<file path="config.mk">
export PLATFORM = sky130hd
export DESIGN_NAME = serial_subtractor
export DESIGN_NICKNAME = d
export VERILOG_FILES = /design/src/rtl/serial_subtractor.sv
export SDC_FILE = /design/constraint.sdc
export NUM_CORES = 1
export LEC_CHECK = 0
export ABC_AREA = 1
export ABC_CLOCK_PERIOD_IN_PS = 4000
export CORE_MARGIN = 2
export CORE_UTILIZATION = 50
export DETAILED_ROUTE_END_ITERATION = 16
export HOLD_SLACK_MARGIN = 0.08
export PLACE_DENSITY_LB_ADDON = 0.3
export SYNTH_ARGS = -nofsm -noshare
export SYNTH_HDL_FRONTEND = slang
export SYNTH_SLANG_ARGS = --single-unit
</file>
<file path="constraint.sdc">
create_clock -name clk -period 4 [get_ports clk]
set_clock_uncertainty 0.1 [all_clocks]
set_input_delay 0.8 -clock clk [delete_from_list [all_inputs] [get_ports clk]]
set_output_delay 0.8 -clock clk [all_outputs]
set_load 0.01 [all_outputs]
</file>
<file path="src/rtl/serial_subtractor.sv">
// serial_subtractor: bit-serial LSB-first unsigned subtractor, one bit per clock.
// Produces a_in - b_in modulo 2^WIDTH plus the final borrow after WIDTH SHIFT cycles.
module serial_subtractor #(
    parameter int WIDTH = 8
) (
    input  logic             clk,
    input  logic             rst_n,
    input  logic             start_in,
    input  logic [WIDTH-1:0] a_in,
    input  logic [WIDTH-1:0] b_in,
    output logic             busy_out,
    output logic             done_out,
    output logic [WIDTH-1:0] diff_out,
    output logic             borrow_out
);
    localparam int CW = $clog2(WIDTH);

    typedef enum logic [1:0] {IDLE, SHIFT, DONE} state_t;

    state_t           state_q;
    logic [WIDTH-1:0] a_q, b_q, res_q, res_d;
    logic             br_q, br_d, bit_d;
    logic [CW-1:0]    cnt_q;

    always_comb begin
        bit_d = a_q[0] ^ b_q[0] ^ br_q;
        br_d  = (~a_q[0] & b_q[0]) | (~(a_q[0] ^ b_q[0]) & br_q);
        res_d = {bit_d, res_q[WIDTH-1:1]};
    end

    always_ff @(posedge clk or negedge rst_n) begin
        if (!rst_n) begin
            state_q    <= IDLE;
            a_q        <= '0;
            b_q        <= '0;
            res_q      <= '0;
            br_q       <= 1'b0;
            cnt_q      <= '0;
            busy_out   <= 1'b0;
            done_out   <= 1'b0;
            diff_out   <= '0;
            borrow_out <= 1'b0;
        end else begin
            case (state_q)
                IDLE: begin
                    done_out <= 1'b0;
                    if (start_in) begin
                        a_q      <= a_in;
                        b_q      <= b_in;
                        res_q    <= '0;
                        br_q     <= 1'b0;
                        cnt_q    <= '0;
                        busy_out <= 1'b1;
                        state_q  <= SHIFT;
                    end
                end
                SHIFT: begin
                    a_q   <= a_q >> 1;
                    b_q   <= b_q >> 1;
                    res_q <= res_d;
                    br_q  <= br_d;
                    cnt_q <= cnt_q + 1'b1;
                    // Last bit: publish the completed result straight from the next-state value
                    if (cnt_q == CW'(WIDTH - 1)) begin
                        busy_out   <= 1'b0;
                        done_out   <= 1'b1;
                        diff_out   <= res_d;
                        borrow_out <= br_d;
                        state_q    <= DONE;
                    end
                end
                DONE: begin
                    done_out <= 1'b0;
                    state_q  <= IDLE;
                end
                default: begin
                    busy_out <= 1'b0;
                    done_out <= 1'b0;
                    state_q  <= IDLE;
                end
            endcase
        end
    end
endmodule
</file>
Word level (Yosys, flattened, before mapping)
Cells that the tools add are included.
{ "op_classes": {"add_sub_neg": 1, "eq_ne": 5, "n_mux": 18, "n_bitwise": 8, "n_reduce_logical": 6} }
{ "op_table": {"columns": ["operator", "count"], "rows": [
  ["one-hot mux 8 bit (2 select lines)", 3],
  ["two-way mux 8 bit", 3],
  ["one-hot mux 3 bit (2 select lines)", 1],
  ["AND reduction 2 bit", 3],
  ["two-way mux 1 bit", 5],
  ["two-way mux 2 bit", 2],
  ["inequality test 2 bit, second input constant", 2],
  ["one-hot mux 2 bit (2 select lines)", 1],
  ["adder 3 x 1 -> 3 bit, second input constant", 1],
  ["equality test 3 bit, second input constant", 1],
  ["two-way mux 3 bit", 1],
  ["inverter 1 bit", 3],
  ["one-hot mux 1 bit (3 select lines)", 1],
  ["AND reduction 3 bit", 1],
  ["bitwise AND 1 bit", 2],
  ["equality test 2 x 1 -> 1 bit, second input constant", 1],
  ["equality test 2 bit, second input constant", 1],
  ["zero test 2 bit", 1],
  ["one-hot mux 1 bit (2 select lines)", 1],
  ["nonzero test 2 bit", 1],
  ["bitwise XOR 1 bit", 2],
  ["bitwise OR 1 bit", 1]
]} }
{ "word_totals": {"register_bits": 41, "in_bits": 19, "out_inout_bits": 11} }

Logic depth before layout (Yosys ltp)
{ "depth": {"depth_word": 5, "mapped_depth": 7, "depth_no_buf": 6} }

Worst setup path before layout
No wires, ideal clock.
{ "synth_path": {"kind": "input -> register", "from": "input port start_in", "to": "register a_q[0]", "arrival_ns": 1.211, "slack_ns": 2.572, "cell_stages": 5, "path_buffers": 2, "path_cell_list": "nand2_4 > buf_8 > buf_8 > nand3_1 > nand2_1"} }
{ "synth_between": {"elab_chain_cells": 2} }
{ "synth_lines": {"columns": ["item", "line_no", "text"], "rows": [
  ["from (decl)", "8", "input logic start_in,"],
  ["inequality test 2 bit (no line)", null, null],
  ["AND reduction 2 bit (no line)", null, null],
  ["to (signal assigned)", "48", "a_q <= a_in;"],
  ["to (signal assigned)", "58", "a_q <= a_q >> 1;"],
  ["to (decl)", "21", "logic [WIDTH-1:0] a_q, b_q, res_q, res_d;"]
]} }
Every way passes these cells.
A chain may end at the register's enable or synchronous reset.

Worst setup path after layout
{ "layout_path": {"from": "register busy_out", "to": "output port busy_out"} }
{ "layout_lines": {"columns": ["item", "line_no", "text"], "rows": [
  ["from (decl)", "11", "output logic busy_out,"],
  ["from (signal assigned)", "39", "busy_out <= 1'b0;"],
  ["from (signal assigned)", "53", "busy_out <= 1'b1;"],
  ["from (signal assigned)", "65", "busy_out <= 1'b0;"]
]} }
No word-level cell between the ends.

==> summary.txt <==
Largest net degree at the start of global routing = 41
Ranking of synthesized cells by area = dfrtp_1, nand3_1, nand2_1
CTS resizes = 0
Footprint of the multi-input gates = 688 um^2
Stages on worst setup path = 1
Most common cell after layout, fill and taps aside = nand2_1
Htree depth = 2
Synth top area share = 0.519
CTS Sinks = 40
Hold Startpoint = borrow_out
WL per Instance = 12.2 um
Post-Syn Area per Cell = 8.80 um^2
Slew at the pin closest to its max-slew limit = 0.870 ns
Placed cells = 284
FF-to-FF setup slack = 2.07 ns
Critical path's top delay family = buffers and inverters
Post-route ant nets = 0
Synth Net Count = 241
First-pass GRT wire length = 5950 um
Clock buffer depth = 2
DR iter-0 viols = 107
Netlist cell types = 22
Layout Utilization = 0.614
Initial antenna violation count = 0
Met3 routed WL = 143 um
Gate Count Post-Synth = 219
Worst Hold Path EP = borrow_out
Min-delay worst type = flip-flop to flip-flop
Final worst path period need = 2.09 ns
Drt via density = 5.00
CTS tree = done
CTS buffer count = 5
Routed metal-1 wirelength = 1720 um
DRC violations left = 0
CP required = 3.10 ns
Crit Path Category = flip-flop to output port
Clk pwr share = 0.167
Hpwl dp = 2250 um
Max_cap viols = 0
Fin cells = 291
Pleak = 1.15 nW
Reg clk slew, reported paths = 0.07 ns
CP Max Fanout = 2
RR Startpoint = state_q[0]
Final hold slack = 0.384 ns
Seq/Total Area, Yosys = 0.519
Highest metal layer with signal wires = met4
Switching Share = 0.386
FF-to-FF End = res_q[2]
Most frequent cells in the layout = nand2_1, nand3_1, dfrtp_1
Die footprint = 0.00437 mm^2
Final clock period utilization by the worst path = 0.523
Switching pwr = 0.000669 W
Post-CTS Setup Inserts = 0
Path depth of the worst reg2reg path = 3
RSZ-0062 raised after global routing = false
WP data arrival = 1.19 ns
Worst setup SP type = flip-flop
Cell area after synthesis = 0.00193 mm^2
Drt pass-1 iters = 4
Setup crit start = busy_out
# diodes = 0
Later-pin clock latency in the skew report = 0.30 ns
Fmax achieved = 478 MHz
Peak supply drop = 0.418 mV
Logic pwr share = 0.421
Crit end category = output port
Vias in the first global route = 1346
Placeable Area = 0.00369 mm^2
Leading area contributor after synthesis = dfrtp_1
Area Growth Syn to Fin = 17.6%
Synthesized flop and latch total = 40
WHS Path Cells = 2
TNS Setup = 0 ns
Final setup viols = 0
WL met2 = 1600 um
Ys Warns = 0
Worst slew margin = 0.420
Via count = 1454
Status = completed
Die Wd = 66.1 um
Num ports = 30
Slowest CP cell = clkdlybuf4s50_1
Std cell rows = 22
Gr usage total = 0.185
Crit path cell chain = clkdlybuf4s50_1
Hold buffer count at cts = 0
Pint = 0.00106 W
IO buf count = 29
Die Y = 66.1 um
Fin nets = 265
GRT Residual Overflow = 0
Final Slew Violations = 0
GP Congestion = 0.790
Worst stage delay on the critical path = 0.54 ns
Layout cells sized above 1 = 0.111
Fin. Hold Viols = 0
Power Dens Cells = 765 mW/mm^2
Initial Util = 0.522
Root buffer cell = clkbuf_8
Fillers = 334
Worst path buffer plus inverter count = 1
Drt total wl = 3550 um
Reg area = 0.00100 mm^2
Sequential share of power = 0.412
-- power by group through the flow --
stage                     combinational [W]  clock (W)  sequential (W)
after global placement             0.000718          0        0.000715
final                              0.000730   0.000289        0.000714
after floorplan                    0.000552          0        0.000705
after detailed placement           0.000732          0        0.000719
after global routing               0.000831   0.000312        0.000737
after CTS                          0.000740   0.000295        0.000714
-- logic make-up after synthesis --
group           Yosys count  synth area share
simple gates            108             0.260
buf+inv                  48             0.123
flops                    40             0.519
compound gates           20            0.0734
fa+ha+maj                 3            0.0234
-- how the worst max path moves through the flow --
stage,endpoint,slack (ns)
2_1_floorplan,a_q[0],2.57
5_1_grt,res_q[2],1.86
6_report,busy_out,1.91
4_1_cts,busy_out,1.89
3_3_place_gp,b_q[0],1.70
3_5_place_dp,b_q[0],1.68
-- layer usage --
layer | global-route usage | vias up
met5 | 0 | -
met4 | 0.110 | 0
met3 | 0.0460 | 8
met2 | 0.259 | 25
met1 | 0.257 | 690
li1 | - | 731
-- state kept, by name, summed over array words and instances (netlist names) --
name / cells
a_q: 8
b_q: 8
borrow_out: 1
br_q: 1
busy_out: 1
cnt_q: 3
diff_out: 8
done_out: 1
res_q: 7
state_q: 2
-- cell type report --
class,instances,area share
multi-input combinational,131,0.304
clock buffer,7,0.0425
tap,48,0.0265
inverter,36,0.0596
timing repair buffer,29,0.126
sequential,40,0.442
-- Yosys cell counts, drive strengths merged --
library cell,number
nand3,43
nor2,9
dfrtp,40
nand2,54
ha,2
o22ai,1
inv,36
fa,1
a21oi,1
nand4,2
o21ai,18
buf,12
-- through the flow --
step / total power (W) / area [um^2] / setup slack, ns
global placement: 0.00143 / 2170 / 1.70
global route: 0.00188 / 2270 / 1.86
CTS: 0.00175 / 2270 / 1.89
floorplan: 0.00126 / 1930 / 2.57
finish: 0.00173 / 2270 / 1.91
detailed placement: 0.00145 / 2170 / 1.68
Power figures use the tool's default switching activity.
